`src/rtl/pulse_period_detector.sv`:
```
`default_nettype none
// ============================================================================
// Module   : pulse_period_detector
// Brief    : Measures high width and preceding low gap of optical pulses,
//            window-checks both, reports accept/reject strobes, lock and LOS.
//            Optional glitch filter: define PULSE_DET_GLITCH_FILTER_EN.
// Revision : 1.0 - initial release
// ============================================================================
module pulse_period_detector #(
    parameter logic [31:0] WIDTH_MIN = 32'd900000,
    parameter logic [31:0] WIDTH_MAX = 32'd1100000,
    parameter logic [31:0] GAP_MIN   = 32'd2700000,
    parameter logic [31:0] GAP_MAX   = 32'd3300000,
    parameter logic [31:0] TIMEOUT   = 32'd8000000,
    parameter logic [7:0]  LOCK_CNT  = 8'd4
`ifdef PULSE_DET_GLITCH_FILTER_EN
    ,
    parameter int          GLITCH_LEN = 4
`endif
) (
    input  logic        i_clk,
    input  logic        i_rst,
    input  logic        i_pulse,
    output logic        o_valid,
    output logic        o_err,
    output logic [1:0]  o_err_code,
    output logic [31:0] o_width,
    output logic [31:0] o_gap,
    output logic        o_lock,
    output logic        o_lost
);

    typedef enum logic [1:0] {
        S_INIT = 2'd0,
        S_GAP  = 2'd1,
        S_HIGH = 2'd2
    } state_t;

    state_t      state_q;
    logic        s1_q, s2_q, s3_q;
    logic        w_lvl;
    logic [31:0] gap_cnt_q, width_cnt_q, gap_q;
    logic [7:0]  lock_cnt_q;

    always_ff @(posedge i_clk) begin
        if (i_rst) begin
            s1_q <= 1'b0;
            s2_q <= 1'b0;
        end else begin
            s1_q <= i_pulse;
            s2_q <= s1_q;
        end
    end

`ifdef PULSE_DET_GLITCH_FILTER_EN
    localparam int GW = (GLITCH_LEN > 1) ? $clog2(GLITCH_LEN) : 1;
    localparam logic [GW-1:0] GL_LAST = GW'(GLITCH_LEN - 1);

    logic          filt_q;
    logic [GW-1:0] stab_q;

    // Filtered level follows s2 only after GLITCH_LEN consecutive disagreeing samples
    always_ff @(posedge i_clk) begin
        if (i_rst) begin
            filt_q <= 1'b0;
            stab_q <= '0;
        end else if (s2_q == filt_q) begin
            stab_q <= '0;
        end else if (stab_q == GL_LAST) begin
            filt_q <= s2_q;
            stab_q <= '0;
        end else begin
            stab_q <= stab_q + GW'(1);
        end
    end

    assign w_lvl = filt_q;
`else
    assign w_lvl = s2_q;
`endif

    always_ff @(posedge i_clk) begin
        if (i_rst) begin
            s3_q <= 1'b0;
        end else begin
            s3_q <= w_lvl;
        end
    end

    function automatic logic [31:0] sat_inc(input logic [31:0] v);
        return (v == 32'hFFFF_FFFF) ? v : v + 32'd1;
    endfunction

    logic        w_rise, w_fall;
    logic [31:0] w_gap_inc, w_width_inc;
    logic        w_gap_to, w_width_to;
    logic        w_width_ok, w_gap_ok;
    logic [7:0]  w_lock_inc;

    assign w_rise      = w_lvl & ~s3_q;
    assign w_fall      = ~w_lvl & s3_q;
    assign w_gap_inc   = sat_inc(gap_cnt_q);
    assign w_width_inc = sat_inc(width_cnt_q);
    assign w_gap_to    = ~w_lvl & (w_gap_inc >= TIMEOUT);
    assign w_width_to  = w_lvl & (w_width_inc >= TIMEOUT);
    assign w_width_ok  = (width_cnt_q >= WIDTH_MIN) && (width_cnt_q <= WIDTH_MAX);
    assign w_gap_ok    = (gap_q >= GAP_MIN) && (gap_q <= GAP_MAX);
    assign w_lock_inc  = (lock_cnt_q >= LOCK_CNT) ? LOCK_CNT : lock_cnt_q + 8'd1;

    always_ff @(posedge i_clk) begin
        if (i_rst) begin
            state_q     <= S_INIT;
            gap_cnt_q   <= 32'd0;
            width_cnt_q <= 32'd0;
            gap_q       <= 32'd0;
            lock_cnt_q  <= 8'd0;
            o_valid     <= 1'b0;
            o_err       <= 1'b0;
            o_err_code  <= 2'b00;
            o_width     <= 32'd0;
            o_gap       <= 32'd0;
            o_lock      <= 1'b0;
            o_lost      <= 1'b1;
        end else begin
            o_valid <= 1'b0;
            o_err   <= 1'b0;
            case (state_q)
                S_INIT: begin
                    // Only a falling edge gives a fully measurable next gap
                    if (w_fall) begin
                        state_q   <= S_GAP;
                        gap_cnt_q <= 32'd1;
                        o_lost    <= 1'b0;
                    end
                end
                S_GAP: begin
                    if (w_gap_to) begin
                        state_q    <= S_INIT;
                        gap_cnt_q  <= 32'd0;
                        lock_cnt_q <= 8'd0;
                        o_lock     <= 1'b0;
                        o_lost     <= 1'b1;
                    end else if (w_rise) begin
                        state_q     <= S_HIGH;
                        gap_q       <= gap_cnt_q;
                        width_cnt_q <= 32'd1;
                    end else begin
                        gap_cnt_q <= w_gap_inc;
                    end
                end
                S_HIGH: begin
                    if (w_width_to) begin
                        state_q     <= S_INIT;
                        width_cnt_q <= 32'd0;
                        lock_cnt_q  <= 8'd0;
                        o_lock      <= 1'b0;
                        o_lost      <= 1'b1;
                    end else if (w_fall) begin
                        state_q   <= S_GAP;
                        gap_cnt_q <= 32'd1;
                        o_width   <= width_cnt_q;
                        o_gap     <= gap_q;
                        if (w_width_ok && w_gap_ok) begin
                            o_valid    <= 1'b1;
                            lock_cnt_q <= w_lock_inc;
                            o_lock     <= (w_lock_inc == LOCK_CNT);
                        end else begin
                            o_err      <= 1'b1;
                            o_err_code <= {~w_gap_ok, ~w_width_ok};
                            lock_cnt_q <= 8'd0;
                            o_lock     <= 1'b0;
                        end
                    end else begin
                        width_cnt_q <= w_width_inc;
                    end
                end
                default: begin
                    state_q <= S_INIT;
                    o_lost  <= 1'b1;
                end
            endcase
        end
    end

endmodule
`default_nettype wire

```
`config.mk`:
```
export PLATFORM = sky130hd
export DESIGN_NAME = pulse_period_detector
export DESIGN_NICKNAME = d
export VERILOG_FILES = /design/src/rtl/pulse_period_detector.sv
export SDC_FILE = /design/constraint.sdc
export NUM_CORES = 1
export LEC_CHECK = 0
export CAP_MARGIN = 5
export CORE_ASPECT_RATIO = 2
export CORE_MARGIN = 2
export CORE_UTILIZATION = 53
export CTS_CLUSTER_DIAMETER = 40
export DETAILED_ROUTE_END_ITERATION = 10
export PLACE_DENSITY = 0.87
export SLEW_MARGIN = 20
export SYNTH_ARGS = -nofsm -noshare
export SYNTH_HDL_FRONTEND = slang
export SYNTH_SLANG_ARGS = --single-unit
```
`constraint.sdc`:
```
create_clock -name i_clk -period 3.2 [get_ports i_clk]
set_input_delay 0.32 -clock i_clk [delete_from_list [all_inputs] [get_ports i_clk]]
set_output_delay 0.32 -clock i_clk [all_outputs]
set_load 0.02 [all_outputs]
```
==> run summary, run 1 <==
- 179 — clock sink count
- 39.09% — portion of the post-synthesis area used by sequential elements
- 9 — number of detailed-routing iterations run before antenna repair
- 18430 um^2 — Die ar.
- 15.45% — relative max-transition margin
- flop to flop — CP Class
- 1427 — number of nets at the end of the flow
- 0 — number of remaining DRC errors
- 3607 um^2 — register area
- -0.6250 ns — Final WS setup
- sky130_fd_sc_hd__buf_6 — most numerous cell on the critical path
- 190.0 um — die height
- 0 — EDFF count, synth
- sky130_fd_sc_hd__nand2_1 — most frequent standard cell in the layout excluding fill and tap cells
- 11370 — via count
- 32.19% — global-route usage over all layers
- 0.07 ns — Worst-path clk slew
- sky130_fd_sc_hd__dfxtp_1 — Post-synth top flop
- 5 — peak fanout along the critical path
- 0.46 ns — clock latency on the worst-skew pair
- 1211 — cell count after synthesis
- 4.17 ns — Worst EP arrival
- 0 — residual antenna-violating net count after detailed routing
- 0.9753 — final weighted congestion of routability-driven global placement
- 73 — I/O Pins
- 0.01161 ns — final setup skew
- sky130_fd_sc_hd__dfxtp_1 — dominant cell type by area after synthesis
- simple AND/OR/NAND/NOR gates — kind of cell adding the most delay to the critical path
- built — TritonCTS clock tree
- 3.54 ns — CP required
- 0 — hold bufs inserted after CTS
- 9166 um^2 — post-synthesis instance area
- 0.64 ns — slowest stage delay, CP
- negative setup slack — violated checks
- 48.92 mm — first-pass GRT wire length
- flop — Setup crit end kind
- finished, violations left — status
- 19.73 mm — Detailed Place HPWL
- 3.825 ns — final critical path time including I/O delays and setup
- 68 — row count
- 4 — Critical path buffers and inverters
- sky130_fd_sc_hd__nand2_1, sky130_fd_sc_hd__buf_4, sky130_fd_sc_hd__dfxtp_1 — commonest cells after routing, fill and taps aside
- 119.5% — fin crit share
- 72 — IO Port Bufs
- 28.42% — layout cells sized above 1
- 0.2614 GHz — highest clock frequency the design can meet
- 22.94 um — wire length per cell
- 17 — number of buffers created by CTS
- sky130_fd_sc_hd__or4_4 — slowest stage cell, crit path
- sky130_fd_sc_hd__dfxtp_1, sky130_fd_sc_hd__nand2_1, sky130_fd_sc_hd__a21oi_1 — leading post-synthesis cells by cell area
- 53.60% — starting density of the core
- 0 — antenna diode count
- primary input to flop — type of the tightest min-delay check
- 2 — maximum buffer depth of the clock tree
- 339.9 nW/um^2 — Power Density
- 4.622 nW — leakage power figure
- 1219 — Synthesized Nets
- 1.236 ns — slew of the pin with the lowest slew margin
- 111 — pin count of the biggest net entering global routing
- sky130_fd_sc_hd__clkbuf_16 — clock tree root buffer cell
- 5995 um^2 — multi-input gate area in the final layout
- 7.569 um^2 — synthesized area divided by synthesized cell count
- 1882 — Detailed Route Iter0 Violations
- 39.09% — portion of synthesized cell area occupied by the leading cell type
- 96.99 um — floorplan die width
- 0 — count of yosys warnings during synthesis
- yes — RSZ-0062 raised after global routing
- 1024 — fillers
- 0.3347 ns — worst-case hold slack
- 0 — max-cap check violation count
- flop — startpoint type of the worst setup path
- 75 — setup violation total in the final timing report
- -0.1565 ns — Setup Slack @ Placement
- 9730 — via count of the first global-routing pass
- 0% — share of async-settable or async-resettable flops after synthesis
- 4 — number of levels the H-tree was split into
- 0 — antenna violations before repair
- 0 — hold violation count in the final report
- 17100 um^2 — floorplan core area
- nand4_1 -> or4_4 -> buf_6 -> o211ai_1 -> xnor2_1 -> nor2_4 -> nor4_4 -> buf_4 -> a2111oi_4 -> buf_6 -> clkbuf_16 -> nand3_1 -> mux2i_1 — list of cells traversed by the critical path
- 37.68 mm — final routed wirelength across all metal layers
- 70 — Unique masters post-synth
- 179 — Synth Register Bits
- 0 — Max Transition Viols Final
- 6.926 — per-cell via count in the routed design
- 43.37% — synthesis-to-finish area growth
- 0.0003960 V — worst supply voltage drop on vdd
- 0 — grt ovf
-- layout make-up --
cell class	instances	share of cell area, %
Multi-Input combinational cell	911	45.62
Clock buffer	17	3.237
Sequential cell	179	27.45
Clock inverter	15	1.200
Tap cell	210	1.999
Timing Repair Buffer	292	19.98
Inverter	18	0.5141
-- flip-flops by register name, indices dropped and copies added, names as in the netlist --
signal,cells
gap_cnt_q,32
gap_q,32
o_gap,32
o_width,32
width_cnt_q,32
lock_cnt_q,8
o_err_code,2
state_q,2
o_err,1
o_lock,1
o_lost,1
o_valid,1
s1_q,1
s2_q,1
s3_q,1
-- worst reg2reg max path, cell delays in order (launching register included) --
cell and delay, ns:
sky130_fd_sc_hd__dfxtp_1 0.34, sky130_fd_sc_hd__nand4_1 0.32, sky130_fd_sc_hd__or4_4 0.64, sky130_fd_sc_hd__buf_6 0.16, sky130_fd_sc_hd__o211ai_1 0.33, sky130_fd_sc_hd__xnor2_1 0.20
sky130_fd_sc_hd__nor2_4 0.15, sky130_fd_sc_hd__nor4_4 0.07, sky130_fd_sc_hd__buf_4 0.16, sky130_fd_sc_hd__a2111oi_4 0.41, sky130_fd_sc_hd__buf_6 0.23, sky130_fd_sc_hd__clkbuf_16 0.17
sky130_fd_sc_hd__nand3_1 0.22, sky130_fd_sc_hd__mux2i_1 0.32
-- Yosys cell counts, drive strengths merged, types with 6 or more instances --
cell,number
mux2i,9
nand4,33
clkbuf,71
and2,15
or3,13
inv,18
and4,12
o31ai,18
xor2,8
nor4b,7
or4,10
nor3,33
dfxtp,179
buf,33
nand2,259
nor4,27
xnor2,9
o21ai,46
nor2,49
nand2b,7
or2,7
a31oi,30
a211oi,19
nand3,50
a21oi,143
and3,19
a211o,6
-- layer usage --
metal / global-route usage (%) / share of wire [%]
met1: 39.86 / 35
met2: 54.27 / 46
met3: 5.400 / 11
met4: 15.33 / 8.3
met5: 0 / 0
-- per-stage QoR --
step                      instance area [um^2]  utilization (%)  cells   TNS, ns  total power [mW]
after floorplan                           9246                -   1211         0             2.340
after global placement                   11080            64.79   1557   -0.9147             2.370
after detailed placement                 11080            64.79   1557    -3.617             2.373
after CTS                                12160            71.12   1608  -0.02565             4.411
after global routing                     13140            76.84   1642    -20.82             4.531
final                                    13140            76.84   1642    -17.25             4.467
-- cells by family (layout without fill, tap and decap cells) --
logic type	count (synthesis)	count (layout)	synth area share, %
adders and majority gates	5	5	0.6825
and+or+nand+nor	558	558	30.00
AOI/OAI and AO/OA	321	322	22.04
buffers and inverters	122	342	5.569
muxes	9	9	0.9828
xor gates and xnor gates	17	17	1.624
DFF	179	179	39.09
-- report_power, final --
part	internal (mW)	switching [mW]	total, mW
Combinational	0.0289	0.0838	0.113
Sequential	2.23	0.00437	2.23
Clock	1.05	1.07	2.12
Total	3.30	1.16	4.47
-- final timing paths --
path | startpoint | to | slack (ns) | cells after the start
setup / recovery | width_cnt_q[11] | width_cnt_q[16] | -0.63 | 13
hold / removal | i_rst | gap_cnt_q[27] | 0.33 | 2
setup reg to reg | width_cnt_q[11] | width_cnt_q[16] | -0.63 | 13
hold reg to reg | s1_q | s2_q | 0.45 | 1
-- what timing repair did --
action,CTS,global route
pin swaps,12,64
setup endpoints to repair,55,74
buffers inserted,16,33
cloned,3,5
gates resized for setup,55,158
No activity file was read; power rests on OpenSTA's default activity.
==> inputs of run 2 (changes only) <==
--- a/config.mk
+++ b/config.mk
@@ -11,6 +11,7 @@
 export CORE_UTILIZATION = 53
 export CTS_CLUSTER_DIAMETER = 40
 export DETAILED_ROUTE_END_ITERATION = 10
+export HOLD_SLACK_MARGIN = 0.02
 export PLACE_DENSITY = 0.87
 export SLEW_MARGIN = 20
 export SYNTH_ARGS = -nofsm -noshare
==> constraint.sdc (replaced) <==
create_clock -name i_clk -period 3.45 [get_ports i_clk]
set_input_delay 0.345 -clock i_clk [delete_from_list [all_inputs] [get_ports i_clk]]
set_output_delay 0.345 -clock i_clk [all_outputs]
set_load 0.02 [all_outputs]
==> run 2 against run 1 <==
Against the previous run:
- the run still ends with negative setup slack left
- total power decreased by 9.4%
- core utilization decreased by 8.6 points
- final area decreased by 11%
- first-iteration DRC count decreased by 38%
- routed wire length decreased by 25%
- worst setup slack improved by 0.61 ns
- hold slack improved by 0.060 ns
- critical endpoint is now width_cnt_q[23]
- largest cell class unchanged
- largest power group unchanged
- highest routed layer unchanged
==> run summary, run 2 (same netlist as run 1, synthesis figures left out) <==
- finished, violations left — status
- negative setup slack — violated checks
- 4.047 mW — total chip power
- 0.01226 ns — Setup Slack @ Placement
- 0.53 ns — slowest stage delay, CP
- yes — RSZ-0062 raised after global routing
- 0 — hold bufs inserted after CTS
- 9118 — via count of the first global-routing pass
- 18.15 um — wire length per cell
- 179 — clock sink count
- 0 — antenna violations before repair
- primary input to flop — type of the tightest min-delay check
- -0.01115 ns — setup TNS
- 0.2889 GHz — highest clock frequency the design can meet
- 0 — Max Transition Viols Final
- 100.3% — fin crit share
- 0 — max-cap check violation count
- sky130_fd_sc_hd__clkbuf_16 — clock tree root buffer cell
- 1.029 ns — slew of the pin with the lowest slew margin
- 3.77 ns — CP required
- 53.60% — starting density of the core
- 3.981 nW — leakage power figure
- -0.01115 ns — Final WS setup
- 7 — number of detailed-routing iterations run before antenna repair
- 10690 um^2 — placed instance area
- 17 — number of buffers created by CTS
- 19.28 mm — Detailed Place HPWL
- sky130_fd_sc_hd__nand2_1, sky130_fd_sc_hd__dfxtp_1, sky130_fd_sc_hd__a21oi_1 — commonest cells after routing, fill and taps aside
- 0.01163 ns — final setup skew
- 0.3949 ns — worst-case hold slack
- 346.9 nW/um^2 — Power Density
- 6.338 — per-cell via count in the routed design
- 0.07 ns — Worst-path clk slew
- flop to flop — CP Class
- 0 — grt ovf
- 17100 um^2 — floorplan core area
- 9881 — via count
- 72 — IO Port Bufs
- 2 — maximum buffer depth of the clock tree
- 0 — hold violation count in the final report
- 1344 — number of nets at the end of the flow
- 6 — peak fanout along the critical path
- sky130_fd_sc_hd__nand2_1 — most frequent standard cell in the layout excluding fill and tap cells
- 0 — residual antenna-violating net count after detailed routing
- sky130_fd_sc_hd__or4_4 — slowest stage cell, crit path
- 103 — pin count of the biggest net entering global routing
- 1173 — Detailed Route Iter0 Violations
- 0.0003621 V — worst supply voltage drop on vdd
- 96.99 um — floorplan die width
- 31.37% — relative max-transition margin
- flop — startpoint type of the worst setup path
- 18430 um^2 — Die ar.
- sky130_fd_sc_hd__or4_4 — most numerous cell on the critical path
- 0.9819 — final weighted congestion of routability-driven global placement
- 0 — number of remaining DRC errors
- 11670 um^2 — area of all placed cells without fillers
- 73 — I/O Pins
- 68 — row count
- 3.461 ns — final critical path time including I/O delays and setup
- built — TritonCTS clock tree
- 1 — setup violation total in the final timing report
- 27.29% — synthesis-to-finish area growth
- 17.95% — layout cells sized above 1
- 4 — number of levels the H-tree was split into
- 28.29 mm — final routed wirelength across all metal layers
- 45.03 mm — first-pass GRT wire length
- flop — Setup crit end kind
- 190.0 um — die height
- 29.02% — global-route usage over all layers
- 3.78 ns — Worst EP arrival
- 0.44 ns — clock latency on the worst-skew pair
- nand4_1 -> or3_4 -> or4_4 -> xor2_1 -> or4_4 -> nor4_4 -> a2111oi_4 -> buf_6 -> a31oi_2 -> o31ai_2 — list of cells traversed by the critical path
- 1300 — fillers
-- run 2: cell types whose count changed in the layout (fill, tap and decap cells not counted), moves of 6 or more --
cell and change:
sky130_fd_sc_hd__a21oi_1 +11, sky130_fd_sc_hd__a21oi_2 -8, sky130_fd_sc_hd__a31oi_1 +7, sky130_fd_sc_hd__a31oi_4 -8
sky130_fd_sc_hd__buf_4 -56, sky130_fd_sc_hd__buf_6 -15, sky130_fd_sc_hd__dfxtp_1 +11, sky130_fd_sc_hd__dfxtp_2 -10
sky130_fd_sc_hd__o21ai_0 +22, sky130_fd_sc_hd__o21ai_1 -11, sky130_fd_sc_hd__o21ai_2 -11, sky130_fd_sc_hd__o31ai_1 +6
sky130_fd_sc_hd__o31ai_4 -6
-- run 2: metal layers --
layer  wire [um]  global-route usage (%)  share of wire (%)
met3        2248                   4.849                7.9
met1       11530                   37.71                 41
met4         950                   9.751                3.4
met2       13560                   48.88                 48
met5           0                       0                  0
-- run 2: repair_timing --
item / in CTS / in global routing
gates cloned: 0 / 3
resized for setup: 2 / 61
buffers inserted: 0 / 10
pin swaps: 0 / 17
setup endpoints to repair: 1 / 69
-- run 2: stage by stage --
stage,util (%),instances
2_1_floorplan,-,1211
3_3_place_gp,62.52,1514
3_5_place_dp,62.52,1514
4_1_cts,65.92,1545
5_1_grt,68.21,1558
6_report,68.23,1559
-- run 2: path summary, 6_finish.rpt --
path | start | end | slack, ns | depth (start not counted)
worst min register to register | o_width[24] | o_width[24] | 0.45 | 2
worst min-delay path | i_rst | gap_cnt_q[23] | 0.39 | 2
worst max-delay path | width_cnt_q[12] | width_cnt_q[23] | -0.01 | 10
worst max register to register | width_cnt_q[12] | width_cnt_q[23] | -0.01 | 10
-- run 2: power breakdown --
| group | internal [mW] | total [mW] | leakage, nW | switching [mW] |
|---|---|---|---|---|
| clock | 1.05 | 1.90 | 0.269 | 0.842 |
| combinational | 0.0178 | 0.0804 | 2.27 | 0.0626 |
| sequential | 2.07 | 2.07 | 1.44 | 0.00351 |
-- run 2: critical path, delay by kind of cell, from the launching register on --
| family | cells | cell delay (ns) |
|---|---|---|
| AND/OR/NAND/NOR | 5 | 2.16 |
| flip-flops | 1 | 0.34 |
| XOR/XNOR | 1 | 0.16 |
| buffers and inverters | 1 | 0.21 |
| AO/OA/AOI/OAI | 3 | 0.48 |
-- run 2: final cells by class --
class / count / area, um^2 / share of cell area (%)
multi-input combinational: 910 / 5373 / 46.05
sequential: 179 / 3591 / 30.78
timing repair buffer: 210 / 1802 / 15.44
clock buffer: 21 / 470.5 / 4.032
tap: 210 / 262.8 / 2.252
clock inverter: 10 / 98.84 / 0.8472
inverter: 18 / 67.56 / 0.5791
antenna: 1 / 2.502 / 0.02145
==> inputs of run 3 (changes only) <==
--- a/config.mk
+++ b/config.mk
@@ -13,6 +13,7 @@
 export DETAILED_ROUTE_END_ITERATION = 10
 export HOLD_SLACK_MARGIN = 0.02
 export PLACE_DENSITY = 0.87
+export SKIP_CTS_REPAIR_TIMING = 1
 export SLEW_MARGIN = 20
 export SYNTH_ARGS = -nofsm -noshare
 export SYNTH_HDL_FRONTEND = slang
==> run 3 against run 2 <==
Against the previous run:
- the run now ends clean
- register-to-register slack better by 0.07 ns
- global-route usage hardly changed
- hold slack better by 0.0018 ns
- fmax is 2.1% higher
- sequential power hardly changed
- sequential share of layout area is 0.57 points higher
==> run summary, run 3 (same netlist as run 1, synthesis figures left out) <==
- 0 — hold violation count in the final report
- 103 — pin count of the biggest net entering global routing
- 73 — I/O Pins
- 68 — row count
- 98.27% — fin crit share
- 0 — antenna violations before repair
- 0.9027 mW — net load switching power
- 1343 — fillers
- 29.00% — global-route usage over all layers
- flop — Setup crit end kind
- 17 — number of buffers created by CTS
- 190.0 um — die height
- 4.042 mW — total chip power
- 18430 um^2 — Die ar.
- 17.67 um — wire length per cell
- 19.28 mm — Detailed Place HPWL
- 0.44 ns — clock latency on the worst-skew pair
- 0.2950 GHz — highest clock frequency the design can meet
- 1125 — Detailed Route Iter0 Violations
- flop — startpoint type of the worst setup path
- 2.0% — combinational share of power
- 6.251 — per-cell via count in the routed design
- 24.69% — synthesis-to-finish area growth
- 0.01065 ns — final setup skew
- 9683 — via count
- 32.53% — relative max-transition margin
- 96.99 um — floorplan die width
- 17100 um^2 — floorplan core area
- 3.872 nW — leakage power figure
- 0 — setup violation total in the final timing report
- 0 — number of remaining DRC errors
- 353.6 nW/um^2 — Power Density
- finished, final reports clean — status
- 44.97 mm — first-pass GRT wire length
- 1.012 ns — slew of the pin with the lowest slew margin
- sky130_fd_sc_hd__nand2_1, sky130_fd_sc_hd__dfxtp_1, sky130_fd_sc_hd__a21oi_1 — commonest cells after routing, fill and taps aside
- sky130_fd_sc_hd__clkbuf_16 — clock tree root buffer cell
- 0 — max-cap check violation count
- built — TritonCTS clock tree
- 22.33% — switching portion of total power
- 0 — Max Transition Viols Final
- primary input to flop — type of the tightest min-delay check
- 53.60% — starting density of the core
- 1335 — number of nets at the end of the flow
- sky130_fd_sc_hd__nand2_1 — most frequent standard cell in the layout excluding fill and tap cells
- 46.8% — share of power burned in the clock network
- 179 — clock sink count
- 0 — antenna diode count
- 3.139 mW — Internal Pwr Total
- 3.72 ns — Worst EP arrival
- 9103 — via count of the first global-routing pass
- 15.68% — layout cells sized above 1
- 3.390 ns — final critical path time including I/O delays and setup
- 0.9819 — final weighted congestion of routability-driven global placement
- 51.3% — part of the total power dissipated in sequential elements
- 0 — residual antenna-violating net count after detailed routing
- 0 — grt ovf
- flop to flop — CP Class
- 2 — maximum buffer depth of the clock tree
- 9 — peak fanout along the critical path
- 5 — number of detailed-routing iterations run before antenna repair
- 0.0003611 V — worst supply voltage drop on vdd
- 66.83% — utilization after layout
- 72 — IO Port Bufs
- 0.07 ns — Worst-path clk slew
- 3.78 ns — CP required
- 0.3967 ns — worst-case hold slack
- 4 — number of levels the H-tree was split into
- 27.36 mm — final routed wirelength across all metal layers
[run 3: cell count changes in the layout (fill, tap and decap cells not counted), sizes merged]
cell,delta
buf,-9
diode,-1
[run 3: path summary, 6_finish.rpt]
kind                            slack [ns]       endpoint          from  cells after the start
worst max-delay path                  0.06  lock_cnt_q[6]  gap_cnt_q[1]                     14
worst min-delay path                  0.40  gap_cnt_q[23]         i_rst                      2
worst max register to register        0.06  lock_cnt_q[6]  gap_cnt_q[1]                     14
worst min register to register        0.45    o_width[24]   o_width[24]                      2
[run 3: layout make-up]
| cell class | count | area (um^2) | area share [%] |
|---|---|---|---|
| multi-input cells | 910 | 5231 | 45.77 |
| flip-flops and latches | 179 | 3583 | 31.35 |
| repair buffers | 201 | 1715 | 15.01 |
| clock buffers | 21 | 470.5 | 4.116 |
| well taps | 210 | 262.8 | 2.299 |
| clock inverters | 10 | 98.84 | 0.8648 |
| inverters | 18 | 67.56 | 0.5911 |
[run 3: metrics by stage]
step / setup WS, ns / setup TNS, ns / area [um^2] / instances
2_1_floorplan: 0.07653 / 0 / 9166 / 1211
3_3_place_gp: 0.1585 / 0 / 10690 / 1514
3_5_place_dp: 0.01226 / 0 / 10690 / 1514
4_1_cts: -0.02238 / -0.02238 / 11260 / 1545
5_1_grt: -0.01856 / -0.07033 / 11430 / 1549
6_report: 0.05976 / 0 / 11430 / 1549
[run 3: power groups by stage]
stage / logic [mW] / registers (mW) / clock network, mW
6_report: 0.0800 / 2.07 / 1.89
5_1_grt: 0.0866 / 2.07 / 1.98
3_5_place_dp: 0.0783 / 2.12 / 0
2_1_floorplan: 0.0516 / 2.12 / 0
3_3_place_gp: 0.0771 / 2.12 / 0
4_1_cts: 0.0786 / 2.07 / 1.90
[run 3: layer usage]
metal / GRT usage [%] / vias to the layer above / part of all wire (%)
met1: 37.73 / 4570 / 41
met5: 0 / - / 0
met3: 4.849 / 56 / 7.6
met2: 48.77 / 465 / 49
li1: - / 4592 / -
met4: 9.805 / 0 / 2.4
[run 3: worst max-delay path, stage by stage (launching register included)]
cell and delay [ns]:
sky130_fd_sc_hd__dfxtp_1 0.35, sky130_fd_sc_hd__ha_1 0.27, sky130_fd_sc_hd__nand4_1 0.12, sky130_fd_sc_hd__buf_4 0.18, sky130_fd_sc_hd__nor4_2 0.26, sky130_fd_sc_hd__a31oi_2 0.18, sky130_fd_sc_hd__buf_4 0.20, sky130_fd_sc_hd__o41ai_1 0.26
sky130_fd_sc_hd__o211ai_1 0.25, sky130_fd_sc_hd__a2111oi_4 0.38, sky130_fd_sc_hd__buf_4 0.20, sky130_fd_sc_hd__o21a_1 0.21, sky130_fd_sc_hd__a211oi_4 0.06, sky130_fd_sc_hd__buf_4 0.20, sky130_fd_sc_hd__and3_1 0.18
